$ cat src/rtl/anim_pkg.sv
// Shared types and constants for the animated sprite drawing stages.
package anim_pkg;

    typedef logic [10:0] coord_t;
    typedef logic [11:0] rgb_t;

    typedef enum logic [1:0] {StIdle, StReveal, StDone} reveal_state_e;

    localparam int unsigned HOR_PIXELS = 1024;
    localparam int unsigned VER_PIXELS = 768;
    localparam int unsigned HOR_TOTAL  = 1344;
    localparam int unsigned VER_TOTAL  = 806;

    typedef struct packed {
        coord_t vcount;
        logic   vsync;
        logic   vblnk;
        coord_t hcount;
        logic   hsync;
        logic   hblnk;
        rgb_t   rgb;
    } vga_bus_t;

    // 12-bit compare so origin + len never wraps past the 11-bit coordinate range.
    function automatic logic in_span(coord_t pos, coord_t origin, int unsigned len);
        logic [11:0] p;
        logic [11:0] lo;
        logic [11:0] hi;
        p  = {1'b0, pos};
        lo = {1'b0, origin};
        hi = lo + 12'(len);
        return (p >= lo) && (p < hi);
    endfunction

endpackage

$ cat src/rtl/vga_if.sv
// VGA timing and colour bundle passed between drawing stages.
interface vga_if;
    logic [10:0] vcount;
    logic        vsync;
    logic        vblnk;
    logic [10:0] hcount;
    logic        hsync;
    logic        hblnk;
    logic [11:0] rgb;

    modport in_mp  (input  vcount, vsync, vblnk, hcount, hsync, hblnk, rgb);
    modport out_mp (output vcount, vsync, vblnk, hcount, hsync, hblnk, rgb);
endinterface

$ cat src/rtl/anim_reveal_fsm.sv
// Frame-counted reveal sequencer: one more sprite instance every FRAMES_PER_STEP frames.
module anim_reveal_fsm
    import anim_pkg::*;
#(
    parameter int unsigned NUM_OBJ         = 8,
    parameter int unsigned FRAMES_PER_STEP = 4
) (
    input  logic       clk,
    input  logic       rst,
    input  logic       start_game,
    input  coord_t     hcount,
    input  coord_t     vcount,
    output logic [4:0] revealed,
    output logic       done
);

    localparam int unsigned CntW = (FRAMES_PER_STEP > 1) ? $clog2(FRAMES_PER_STEP) : 1;

    reveal_state_e state_q, state_d;
    logic [CntW-1:0] cnt_q, cnt_d;
    logic [4:0] rev_q, rev_d;
    logic tick;

    assign tick = (hcount == '0) && (vcount == '0);

    always_ff @(posedge clk) begin
        if (rst) begin
            state_q <= StIdle;
            cnt_q   <= '0;
            rev_q   <= '0;
        end else begin
            state_q <= state_d;
            cnt_q   <= cnt_d;
            rev_q   <= rev_d;
        end
    end

    always_comb begin
        state_d = state_q;
        cnt_d   = cnt_q;
        rev_d   = rev_q;
        unique case (state_q)
            StIdle: begin
                cnt_d = '0;
                rev_d = '0;
                if (start_game) state_d = StReveal;
            end
            StReveal: begin
                if (tick) begin
                    if (cnt_q == CntW'(FRAMES_PER_STEP - 1)) begin
                        cnt_d = '0;
                        rev_d = rev_q + 5'd1;
                        if (rev_q == 5'(NUM_OBJ - 1)) state_d = StDone;
                    end else begin
                        cnt_d = cnt_q + CntW'(1);
                    end
                end
            end
            StDone: begin
                cnt_d = '0;
                rev_d = 5'(NUM_OBJ);
            end
            default: state_d = StIdle;
        endcase
        // Dropping the enable aborts from any state.
        if (!start_game) begin
            state_d = StIdle;
            cnt_d   = '0;
            rev_d   = '0;
        end
    end

    assign revealed = rev_q;
    assign done     = (state_q == StDone);

endmodule

$ cat src/rtl/anim_sprite_layer.sv
// Overlays up to NUM_OBJ copies of one ROM sprite on the VGA stream, two-cycle latency.
// Optional horizontal mirroring per instance is built only when SPRITE_MIRROR_EN is defined.
module anim_sprite_layer
    import anim_pkg::*;
#(
    parameter int unsigned NUM_OBJ         = 8,
    parameter int unsigned SPRITE_W        = 64,
    parameter int unsigned SPRITE_H        = 32,
    parameter int unsigned ADDR_W          = 11,
    parameter int unsigned FRAMES_PER_STEP = 4,
    parameter logic [11:0] TRANSPARENT_RGB = 12'h000
) (
    input  logic                 clk,
    input  logic                 rst,
    input  logic                 start_game,
    input  logic [NUM_OBJ*11-1:0] obj_x,
    input  logic [NUM_OBJ*11-1:0] obj_y,
    input  logic [NUM_OBJ-1:0]   obj_mirror,
    input  logic [11:0]          rgb_pixel,
    output logic [ADDR_W-1:0]    pixel_addr,
    output logic [4:0]           revealed,
    output logic                 done,
    vga_if.in_mp                 in,
    vga_if.out_mp                out
);

    if (SPRITE_W * SPRITE_H > 2 ** ADDR_W) begin : g_bad_addr_w
        $error("anim_sprite_layer: SPRITE_W*SPRITE_H exceeds 2**ADDR_W");
    end
    if (NUM_OBJ < 1 || NUM_OBJ > 16) begin : g_bad_num_obj
        $error("anim_sprite_layer: NUM_OBJ must be 1..16");
    end
    if (FRAMES_PER_STEP < 1) begin : g_bad_frames
        $error("anim_sprite_layer: FRAMES_PER_STEP must be >= 1");
    end

    anim_reveal_fsm #(
        .NUM_OBJ        (NUM_OBJ),
        .FRAMES_PER_STEP(FRAMES_PER_STEP)
    ) u_reveal (
        .clk       (clk),
        .rst       (rst),
        .start_game(start_game),
        .hcount    (in.hcount),
        .vcount    (in.vcount),
        .revealed  (revealed),
        .done      (done)
    );

    vga_bus_t in_bus, s1_q, s2_q;
    logic [NUM_OBJ-1:0] obj_hit;
    logic [ADDR_W-1:0]  obj_addr [NUM_OBJ];
    logic               hit, hit_q;
    logic [ADDR_W-1:0]  addr_d, addr_q;

    assign in_bus = {in.vcount, in.vsync, in.vblnk, in.hcount, in.hsync, in.hblnk, in.rgb};

    for (genvar i = 0; i < NUM_OBJ; i++) begin : g_obj
        coord_t x, y, row, col, col_m;
        assign x   = obj_x[11*i +: 11];
        assign y   = obj_y[11*i +: 11];
        assign row = in.vcount - y;
        assign col = in.hcount - x;
`ifdef SPRITE_MIRROR_EN
        assign col_m = obj_mirror[i] ? coord_t'(SPRITE_W - 1) - col : col;
`else
        assign col_m = col;
`endif
        assign obj_addr[i] = ADDR_W'(32'(row) * SPRITE_W + 32'(col_m));
        assign obj_hit[i]  = (5'(i) < revealed) && !in.hblnk && !in.vblnk
                           && in_span(in.hcount, x, SPRITE_W)
                           && in_span(in.vcount, y, SPRITE_H);
    end

`ifndef SPRITE_MIRROR_EN
    logic unused_mirror;
    assign unused_mirror = ^obj_mirror;
`endif

    // Lowest index wins; the address register holds when nothing is hit.
    always_comb begin
        hit    = 1'b0;
        addr_d = addr_q;
        for (int i = 0; i < int'(NUM_OBJ); i++) begin
            if (obj_hit[i] && !hit) begin
                hit    = 1'b1;
                addr_d = obj_addr[i];
            end
        end
    end

    always_ff @(posedge clk) begin
        if (rst) begin
            s1_q   <= '0;
            s2_q   <= '0;
            hit_q  <= 1'b0;
            addr_q <= '0;
        end else begin
            s1_q   <= in_bus;
            hit_q  <= hit;
            addr_q <= addr_d;
            s2_q   <= s1_q;
            s2_q.rgb <= (hit_q && (rgb_pixel != TRANSPARENT_RGB)) ? rgb_pixel : s1_q.rgb;
        end
    end

    assign pixel_addr = addr_q;

    assign out.vcount = s2_q.vcount;
    assign out.vsync  = s2_q.vsync;
    assign out.vblnk  = s2_q.vblnk;
    assign out.hcount = s2_q.hcount;
    assign out.hsync  = s2_q.hsync;
    assign out.hblnk  = s2_q.hblnk;
    assign out.rgb    = s2_q.rgb;

endmodule

$ cat src/flat_wrapper.sv
// flat-port wrapper written by rule: the top's interface ports become plain ports
module anim_sprite_layer_flat import anim_pkg::*;
#(
    parameter int unsigned NUM_OBJ         = 8,
    parameter int unsigned SPRITE_W        = 64,
    parameter int unsigned SPRITE_H        = 32,
    parameter int unsigned ADDR_W          = 11,
    parameter int unsigned FRAMES_PER_STEP = 4,
    parameter logic [11:0] TRANSPARENT_RGB = 12'h000
)
  (clk, rst, start_game, obj_x, obj_y, obj_mirror, rgb_pixel, pixel_addr, revealed, done, in_vcount, in_vsync, in_vblnk, in_hcount, in_hsync, in_hblnk, in_rgb, out_vcount, out_vsync, out_vblnk, out_hcount, out_hsync, out_hblnk, out_rgb);
  vga_if in_i ();
  vga_if out_i ();
  input  logic clk;
  input  logic rst;
  input  logic start_game;
  input  logic [NUM_OBJ*11-1:0] obj_x;
  input  logic [NUM_OBJ*11-1:0] obj_y;
  input  logic [NUM_OBJ-1:0] obj_mirror;
  input  logic [11:0] rgb_pixel;
  output logic [ADDR_W-1:0] pixel_addr;
  output logic [4:0] revealed;
  output logic done;
  input wire logic [$bits(in_i.vcount)-1:0] in_vcount;
  input wire logic [$bits(in_i.vsync)-1:0] in_vsync;
  input wire logic [$bits(in_i.vblnk)-1:0] in_vblnk;
  input wire logic [$bits(in_i.hcount)-1:0] in_hcount;
  input wire logic [$bits(in_i.hsync)-1:0] in_hsync;
  input wire logic [$bits(in_i.hblnk)-1:0] in_hblnk;
  input wire logic [$bits(in_i.rgb)-1:0] in_rgb;
  output wire logic [$bits(out_i.vcount)-1:0] out_vcount;
  output wire logic [$bits(out_i.vsync)-1:0] out_vsync;
  output wire logic [$bits(out_i.vblnk)-1:0] out_vblnk;
  output wire logic [$bits(out_i.hcount)-1:0] out_hcount;
  output wire logic [$bits(out_i.hsync)-1:0] out_hsync;
  output wire logic [$bits(out_i.hblnk)-1:0] out_hblnk;
  output wire logic [$bits(out_i.rgb)-1:0] out_rgb;
  assign in_i.vcount = in_vcount;
  assign in_i.vsync = in_vsync;
  assign in_i.vblnk = in_vblnk;
  assign in_i.hcount = in_hcount;
  assign in_i.hsync = in_hsync;
  assign in_i.hblnk = in_hblnk;
  assign in_i.rgb = in_rgb;
  assign out_vcount = out_i.vcount;
  assign out_vsync = out_i.vsync;
  assign out_vblnk = out_i.vblnk;
  assign out_hcount = out_i.hcount;
  assign out_hsync = out_i.hsync;
  assign out_hblnk = out_i.hblnk;
  assign out_rgb = out_i.rgb;
  anim_sprite_layer #(.NUM_OBJ(NUM_OBJ), .SPRITE_W(SPRITE_W), .SPRITE_H(SPRITE_H), .ADDR_W(ADDR_W), .FRAMES_PER_STEP(FRAMES_PER_STEP), .TRANSPARENT_RGB(TRANSPARENT_RGB)) u_core (.clk(clk), .rst(rst), .start_game(start_game), .obj_x(obj_x), .obj_y(obj_y), .obj_mirror(obj_mirror), .rgb_pixel(rgb_pixel), .pixel_addr(pixel_addr), .revealed(revealed), .done(done), .in(in_i), .out(out_i));
endmodule
$ cat config.mk
export PLATFORM = sky130hd
export DESIGN_NAME = anim_sprite_layer_flat
export DESIGN_NICKNAME = d
export VERILOG_FILES = /design/src/rtl/anim_pkg.sv /design/src/rtl/vga_if.sv /design/src/rtl/anim_reveal_fsm.sv /design/src/rtl/anim_sprite_layer.sv /design/src/flat_wrapper.sv
export SDC_FILE = /design/constraint.sdc
export NUM_CORES = 1
export LEC_CHECK = 0
export CAP_MARGIN = 30
export CORE_MARGIN = 1.5
export CORE_UTILIZATION = 50
export CTS_BUF_LIST = sky130_fd_sc_hd__clkbuf_16
export DETAILED_ROUTE_END_ITERATION = 10
export PLACE_DENSITY = 0.85
export SLEW_MARGIN = 20
export SYNTH_ARGS = -nofsm -noshare
export SYNTH_HDL_FRONTEND = slang
export SYNTH_SLANG_ARGS = --single-unit
$ cat constraint.sdc
create_clock -name clk -period 5.8 [get_ports clk]
set_clock_uncertainty 0.2 [all_clocks]
set_input_delay 1.16 -clock clk [delete_from_list [all_inputs] [get_ports clk]]
set_output_delay 1.16 -clock clk [all_outputs]
set_load 0.01 [all_outputs]
==> metrics.txt, run 1 <==
flop and latch count out of synthesis=97; total CTS buffers=9; clk_lat worst skew=0.36 ns; fmax=189 MHz; Final min period=5.29 ns; multiplexer area fraction after synthesis=1.55%; clk sink count=97; compound-cell area share of the yosys netlist=18.2%; post-route cell area=0.0208 mm2; Synthesis Warnings=0; Post-synth EDFFs=0; final setup violation count=0; Fin. Hold Viols=0; Post-CTS Hold Fix Bufs=0; combinational share of power=61.1%; TritonCTS clock tree=built; Main synth FF type=dfxtp_1; Post-Synth Adder-Cell Area=37.3%; syn_area_per_cell=8.37 um2; Initial Util=51.0%; worst-path fanout max=7; Max Slew Vio Count=0; antenna violation net count after detailed routing=0; DR vias=16.1k; actual slew at the worst max-slew pin=0.906 ns; Root Driver=clkbuf_16; XOR/XNOR share of the synthesized area=7.82%; Sw Ratio=42.2%; IO buf count=283; Reg-to-Reg End=u_core.pixel_addr[2]; Seq/Total Area, Yosys=11.6%; Hold Path Depth=1; post-CTS setup buffer count=0; Crit path arrival time=5.35 ns; setup TNS=0 ns; fin util=63.7%; CP endpoint kind=flop; R2R setup slack=2.09 ns; Synthesized Nets=2677; Post-Syn Area=0.0167 mm2; global-route wire length before repair=85000 um; Hold Path Class=flop to flop; Max Cap Viol=0; Leakage=9.71 nW; fillers=2766; RD Place Congestion=1.03; Area growth syn-to-layout=24.8%; cell taking the most area after synthesis=ha_1; DRC errors left=0; clock transition at the registers of the reported paths=0.08 ns; Flop pwr share=20.8%; # IOs=292; Hold EP=u_core.out.hcount[6]; clk buf depth=2; Max VDD drop=0.168 mV; most common library cells after synthesis=ha_1, inv_1, a21oi_1, xnor2_1, nand2_1; hold wc startpoint=u_core.s1_q[20]; cell total after placement=2772; Seq. cell area=0.00194 mm2; Ant. Diodes=0; Power per Cell Area=161 mW/mm2; main combinational cell family by area after synthesis=adder cells; Chip Width=186 um; GR Overflow Total=0; cell with the most instances after synthesis=ha_1; startpoint types=primary input; Global Route Usage Sum=32.2%; R2R depth=10; DIE HEIGHT=186 um; Vias/cell=5.77; vias in the first global route=16.2k; Core ar.=0.0327 mm2; H-tree depth=3; top post-synthesis cells by area=ha_1, dfxtp_1, fa_1; clock power share=18.1%; proportion of layout cells with a drive suffix above 1=6.01%; dpl hpwl=46700 um; row count=66; footprint of the multi-input gates=0.0135 mm2; Post-Synth Simple-Gate Area=16.2%; DR WL/cell=20.0 um; RSZ-0062 raised after global routing=false; NumNets Final=3023; placed instance area=0.0205 mm2; P_sw=0.00142 W; Crit Path Class=primary input to flop; drt first pass iters=5; synth unique cells=95; WL final=55700 um; post-synth top area share=26.8%; Non-Filler Instances=2788; largest net degree at the start of global routing=88; Post-CTS Resized=0; P_int=0.00194 W; RR Startpoint=u_core.u_reveal.revealed[2]; initial antenna violation count=3; status=finished clean; Post-synth ARST share=0%; initial drt markers=1173; Rel. slew slack=39.6%; Post-Synthesis Cells=1995; fin crit share=91.2%; die area=0.0345 mm2; CP Data Required Time=5.86 ns
==> worst max-delay path by stage <==
stage | from | end | slack (ns) | cells after the start
floorplan | in_vcount[0] | u_core.pixel_addr[9] | 1.27 | 15
global placement | in_vcount[0] | u_core.pixel_addr[9] | 0.23 | 17
detailed placement | in_vcount[0] | u_core.pixel_addr[9] | 0.19 | 17
CTS | in_vcount[0] | u_core.pixel_addr[9] | 0.57 | 17
global route | in_vcount[0] | u_core.pixel_addr[9] | 0.35 | 16
finish | in_vcount[0] | u_core.pixel_addr[9] | 0.51 | 16
==> power by group through the flow <==
stage / Combinational, W / Sequential [W] / Clock [W]
CTS: 0.00203 / 0.000699 / 0.000618
global placement: 0.00196 / 0.000714 / 0
global route: 0.00225 / 0.000701 / 0.000643
floorplan: 0.00128 / 0.000718 / 0
finish: 0.00206 / 0.000699 / 0.000608
detailed placement: 0.00201 / 0.000715 / 0
==> worst max-delay path, stage by stage <==
cell and delay, ns:
clkdlybuf4s50_1 0.42, inv_1 0.33, buf_4 0.30, ha_1 0.20, inv_1 0.06, fa_1 0.40
a21o_1 0.17, a21oi_1 0.31, o311ai_1 0.14, a211o_1 0.31, a311oi_4 0.36, inv_1 0.17
nor2_1 0.38, nor3_1 0.13, a211o_1 0.31, a22o_1 0.18
==> area by class of cell <==
cell class	count	area share, %
clock inverter	7	0.384
sequential	97	9.32
tap	442	2.65
clock buffer	9	1.08
timing repair buffer	355	16.2
multi-input combinational	1585	65.0
inverter	293	5.28
==> routing by layer <==
layer / part of all wire [%] / routed length (um) / global-route usage, % / vias to the layer above
met2: 46 / 25700 / 54.8 / 695
met5: 0.022 / 12 / 0 / -
met1: 41 / 23100 / 39.9 / 7576
met4: 5.1 / 2840 / 16.6 / 2
li1: - / - / - / 7673
met3: 7.2 / 4010 / 3.62 / 151
==> cells in the final DEF, fill, tap and decap left out, types with 34 or more instances in the layout <==
| cell type | instances |
|---|---|
| nand2_1 | 103 |
| nor2_1 | 90 |
| clkdlybuf4s50_1 | 282 |
| nor2b_1 | 77 |
| ha_1 | 357 |
| o21ai_0 | 88 |
| a21oi_1 | 128 |
| xor2_1 | 36 |
| fa_1 | 88 |
| inv_1 | 291 |
| dfxtp_1 | 97 |
| xnor2_1 | 113 |
| a21o_1 | 46 |
| nor3_1 | 34 |
| nand3_1 | 71 |
| buf_4 | 72 |
==> registers in the layout, summed over array words and instances, names as in the netlist <==
register	flops
u_core.u_reveal.cnt_q	2
u_core.s1_q	38
u_core.u_reveal.state_q	2
u_core.out.vblnk	1
u_core.out.hcount	11
u_core.hit_q	1
u_core.out.hblnk	1
u_core.out.vsync	1
u_core.out.hsync	1
u_core.out.vcount	11
u_core.out.rgb	12
u_core.u_reveal.revealed	5
u_core.pixel_addr	11
==> per-stage QoR <==
| step | power (W) | hold WS (ns) | setup slack (ns) |
|---|---|---|---|
| 4_1_cts | 0.00335 | 0.238 | 0.568 |
| 6_report | 0.00336 | 0.231 | 0.510 |
| 5_1_grt | 0.00360 | 0.252 | 0.349 |
| 3_5_place_dp | 0.00272 | 0.223 | 0.188 |
| 3_3_place_gp | 0.00267 | 0.217 | 0.228 |
| 2_1_floorplan | 0.00200 | 0.214 | 1.27 |
==> kinds of logic (layout without fill, tap and decap cells) <==
group	count (synthesis)	count (layout)
AND/OR/NAND/NOR	511	511
buffers and inverters	313	664
adder cells (fa/ha/maj)	445	445
flip-flops	97	97
XOR/XNOR	149	149
AO/OA/AOI/OAI	455	455
multiplexers	25	25
Power figures use the tool's default switching activity.
==> inputs of run 2 (changes only) <==
--- a/config.mk
+++ b/config.mk
@@ -10,7 +10,8 @@
 export CORE_UTILIZATION = 50
 export CTS_BUF_LIST = sky130_fd_sc_hd__clkbuf_16
 export DETAILED_ROUTE_END_ITERATION = 10
-export PLACE_DENSITY = 0.85
+export DONT_BUFFER_PORTS = 1
+export PLACE_DENSITY = 0.74
 export SLEW_MARGIN = 20
 export SYNTH_ARGS = -nofsm -noshare
 export SYNTH_HDL_FRONTEND = slang
==> metrics.txt, run 2 (synthesis gave the netlist of run 1 again) <==
fin crit share=83.6%; Worst Path Buf+Inv=4; RSZ-0062 raised after global routing=false; clk sink count=97; final setup violation count=0; Crit path arrival time=4.90 ns; NumNets Final=2680; most common cell after layout, fill and taps aside=ha_1; worst-path fanout max=8; TritonCTS clock tree=built; global-route wire length before repair=77400 um; clk buf depth=2; clock transition at the registers of the reported paths=0.08 ns; Final min period=4.85 ns; DR WL/cell=20.8 um; Top cell by count, worst path=inv_1; hold wc startpoint=u_core.s1_q[34]; Hold Path Depth=1; # IOs=292; post-CTS setup buffer count=0; CP cell instances=inv_1 -> buf_4 -> ha_1 -> inv_1 -> fa_1 -> a21o_1 -> a21oi_1 -> o311ai_1 -> a211o_1 -> a311oi_4 -> inv_1 -> nor2_1 -> nor3_1 -> a211o_1 -> a22o_1; clk_lat worst skew=0.35 ns; Min Hold Slack=0.233 ns; most frequent cells in the layout=ha_1, inv_1, a21oi_1, xnor2_1, nand2_1; DRC errors left=0; Pwr Total=0.00302 W; initial antenna violation count=2; proportion of layout cells with a drive suffix above 1=3.99%; fmax=206 MHz; R2R depth=10; CP Data Required Time=5.85 ns; drt first pass iters=6; Leakage=8.34 nW; DIE HEIGHT=186 um; setup TNS=0 ns; CP endpoint kind=flop; GR Overflow Total=0; die area=0.0345 mm2; CP peak stage delay=0.51 ns; Core ar.=0.0327 mm2; Rel. slew slack=49.9%; initial drt markers=808; vias in the first global route=14.4k; WL final=50800 um; Seq. cell area=0.00194 mm2; DR vias=14.3k; H-tree depth=3; Area growth syn-to-layout=5.21%; IO buf count=0; Vias/cell=5.85; max reg flops=38; Worst path depth=15; Max VDD drop=0.180 mV; CP max stage cell=a311oi_4; actual slew at the worst max-slew pin=0.745 ns; antenna violation net count after detailed routing=0; Root Driver=clkbuf_16; footprint of the multi-input gates=0.0135 mm2; Fin. Hold Viols=0; Max Cap Viol=0; Largest Register=u_core.s1_q; top flop regs=u_core.s1_q x38, u_core.out.rgb x12; largest net degree at the start of global routing=88; fillers=3088; startpoint types=primary input; status=finished clean; placed instance area=0.0172 mm2; Reg-to-Reg End=u_core.pixel_addr[2]; Hold EP=u_core.out.vcount[7]; Post-CTS Hold Fix Bufs=0; total CTS buffers=9; Max Slew Vio Count=0; Power per Cell Area=172 mW/mm2; post-route cell area=0.0176 mm2; Chip Width=186 um; dpl hpwl=41600 um; fin util=53.7%; Global Route Usage Sum=29.3%; row count=66; Post-CTS Resized=0; RD Place Congestion=0.943; CP delay by family, top=compound AO/OA/AOI/OAI gates; Initial Util=51.0%; Crit Path Class=primary input to flop; Hold Path Class=flop to flop; RR Startpoint=u_core.u_reveal.revealed[2]; R2R setup slack=2.00 ns
[run 2: changes by cell type in the layout (fill, tap and decap cells not counted), sizes merged]
| cell | previous run | this run |
|---|---|---|
| clkinv | 2 | 3 |
| buf | 73 | 12 |
| diode | 0 | 2 |
| clkdlybuf4s50 | 282 | 0 |
| clkinvlp | 1 | 0 |
| bufinv | 0 | 1 |
| inv | 297 | 296 |
[run 2: through the flow]
stage          worst slack [ns]  cells
4_1_cts                    1.01   2445
5_1_grt                   0.752   2445
3_5_place_dp              0.666   2429
6_report                  0.950   2447
2_1_floorplan              1.27   1995
3_3_place_gp              0.698   2429
[run 2: worst max path at each step]
stage	startpoint	slack, ns	end
2_1_floorplan	in_vcount[0]	1.27	u_core.pixel_addr[9]
4_1_cts	in_vcount[0]	1.01	u_core.pixel_addr[9]
6_report	in_vcount[0]	0.95	u_core.pixel_addr[9]
5_1_grt	in_vcount[0]	0.75	u_core.pixel_addr[9]
3_3_place_gp	in_vcount[0]	0.70	u_core.pixel_addr[9]
3_5_place_dp	in_vcount[0]	0.67	u_core.pixel_addr[9]
[run 2: metal layers]
| metal | vias to the layer above | global-route usage, % | share of wire (%) |
|---|---|---|---|
| li1 | 6982 | - | - |
| met4 | 2 | 13.5 | 4.6 |
| met1 | 6719 | 33.1 | 39 |
| met3 | 110 | 7.53 | 9.1 |
| met2 | 491 | 51.6 | 47 |
| met5 | - | 0 | 0.030 |
[run 2: cell type report]
cell class              count  share of cell area [%]
clock inverters             7                   0.556
diodes                      2                  0.0285
inverters                 293                    6.26
well taps                 442                    3.15
multi-input cells        1585                    77.2
clock buffers               9                    1.28
flip-flops and latches     97                    11.1
repair buffers             12                   0.513
[run 2: where the power goes]
part / leakage (nW) / internal, W / switching (W)
Sequential: 0.798 / 0.000692 / 0.0000145
Clock: 0.158 / 0.000350 / 0.000302
Combinational: 7.38 / 0.000757 / 0.000901
Total: 8.34 / 0.00180 / 0.00122
==> inputs of run 3 (changes only) <==
==> constraint.sdc (replaced) <==
create_clock -name clk -period 5 [get_ports clk]
set_clock_uncertainty 0.2 [all_clocks]
set_input_delay 1 -clock clk [delete_from_list [all_inputs] [get_ports clk]]
set_output_delay 1 -clock clk [all_outputs]
set_load 0.01 [all_outputs]
==> metrics.txt, run 3 (synthesis gave the netlist of run 1 again) <==
# IOs=292; WL final=51200 um; Reg-to-Reg End=u_core.pixel_addr[2]; Fin. Hold Viols=0; R2R setup slack=1.36 ns; Rel. slew slack=52.3%; DR WL/cell=20.8 um; NumNets Final=2695; die area=0.0345 mm2; dpl hpwl=42100 um; GR Overflow Total=0; DRC errors left=0; worst-path fanout max=5; DR vias=14.5k; Hold Path Class=flop to flop; vias in the first global route=14.7k; antenna violation net count after detailed routing=0; Post-CTS Resized=0; Non-Filler Instances=2461; Min Hold Slack=0.235 ns; status=finished clean; combinational share of power=55.5%; P_sw=0.00142 W; cell total after placement=2444; final setup violation count=0; Crit Path Class=primary input to flop; clk_lat worst skew=0.35 ns; startpoint types=primary input; Pwr Total=0.00353 W; largest net degree at the start of global routing=88; Largest Register=u_core.s1_q; Max Slew Vio Count=0; Max Cap Viol=0; Area growth syn-to-layout=5.92%; max reg flops=38; DIE HEIGHT=186 um; R2R depth=10; proportion of layout cells with a drive suffix above 1=4.81%; TritonCTS clock tree=built; Initial Util=51.0%; drt first pass iters=5; Post-CTS Hold Fix Bufs=0; Global Route Usage Sum=29.7%; initial drt markers=734; hold wc startpoint=u_core.s1_q[23]; most common cell after layout, fill and taps aside=ha_1; placed instance area=0.0173 mm2; Root Driver=clkbuf_16; actual slew at the worst max-slew pin=0.715 ns; Core ar.=0.0327 mm2; clk buf depth=2; Crit path arrival time=4.77 ns; post-route cell area=0.0177 mm2; IO buf count=0; global-route wire length before repair=78300 um; clock transition at the registers of the reported paths=0.08 ns; Vias/cell=5.89; post-CTS setup buffer count=0; fmax=212 MHz; top flop regs=u_core.s1_q x38, u_core.out.rgb x12; P_int=0.00210 W; clk sink count=97; Max VDD drop=0.175 mV; Hold Path Depth=1; CP Data Required Time=5.05 ns; Chip Width=186 um; RR Startpoint=u_core.u_reveal.revealed[2]; CP endpoint kind=flop; clock power share=21.3%; RD Place Congestion=0.953; setup TNS=0 ns; total CTS buffers=9; Final min period=4.72 ns; Leakage=8.41 nW; H-tree depth=3; Sw Ratio=40.4%; initial antenna violation count=3; Flop pwr share=23.2%; RSZ-0062 raised after global routing=false; row count=66; Power per Cell Area=199 mW/mm2; most frequent cells in the layout=ha_1, inv_1, a21oi_1, xnor2_1, nand2_1; Hold EP=u_core.out.hcount[9]; fin crit share=94.4%
[run 3: cell count changes in the layout (fill, tap and decap cells not counted)]
| cell | change |
|---|---|
| clkinvlp_4 | +1 |
| clkinv_4 | -1 |
| o32ai_2 | +1 |
| diode_2 | -1 |
| inv_1 | -1 |
| buf_4 | +15 |
| o32ai_1 | -1 |
| inv_6 | +2 |
| inv_8 | -1 |
[run 3: worst max path at each step]
stage	startpoint	endpoint	slack, ns
2_1_floorplan	in_vcount[0]	u_core.pixel_addr[9]	0.63
3_3_place_gp	in_vcount[0]	u_core.pixel_addr[9]	-0.22
3_5_place_dp	in_vcount[0]	u_core.pixel_addr[9]	-0.24
4_1_cts	in_vcount[0]	u_core.pixel_addr[9]	0.11
5_1_grt	in_vcount[0]	u_core.pixel_addr[9]	0.12
6_report	in_vcount[0]	u_core.pixel_addr[9]	0.28
[run 3: per-stage QoR]
step,worst slack [ns],util [%]
6_report,0.281,54.1
3_5_place_dp,-0.238,53.0
3_3_place_gp,-0.216,53.0
4_1_cts,0.112,54.0
5_1_grt,0.124,54.1
2_1_floorplan,0.628,-
[run 3: cell type report]
| class | instances | area, um2 |
|---|---|---|
| fillers | 2994 | 15000 |
| clock inverters | 7 | 95.1 |
| multi-input cells | 1585 | 13600 |
| repair buffers | 27 | 203 |
| diodes | 1 | 2.50 |
| flip-flops and latches | 97 | 1940 |
| clock buffers | 9 | 225 |
| inverters | 293 | 1100 |
| well taps | 442 | 553 |
[run 3: worst max-delay path: stages]
cell and delay (ns):
clkinvlp_4 0.27, ha_1 0.34, inv_1 0.09, fa_1 0.43, fa_1 0.46, ha_1 0.34
or2_2 0.30, a21oi_1 0.15, a31oi_1 0.07, xnor2_1 0.23, a21oi_1 0.08, o32ai_2 0.34
buf_4 0.17, nor3_1 0.04, a211o_1 0.28, a22o_1 0.18
[run 3: metal layers]
layer	GRT usage, %	vias up	routed length, um	part of all wire, %
met4	15.2	4	2670	5.2
met1	32.7	6808	20000	39
met5	0	-	33	0.064
met2	52.0	505	24200	47
met3	8.14	148	4370	8.5
li1	-	7027	-	-
[run 3: power by group through the flow]
| stage | combinational (W) | clock, W | sequential [W] |
|---|---|---|---|
| floorplan | 0.00149 | 0 | 0.000833 |
| global placement | 0.00186 | 0 | 0.000837 |
| detailed placement | 0.00192 | 0 | 0.000838 |
| CTS | 0.00194 | 0.000759 | 0.000819 |
| global route | 0.00219 | 0.000787 | 0.000823 |
| finish | 0.00196 | 0.000751 | 0.000819 |
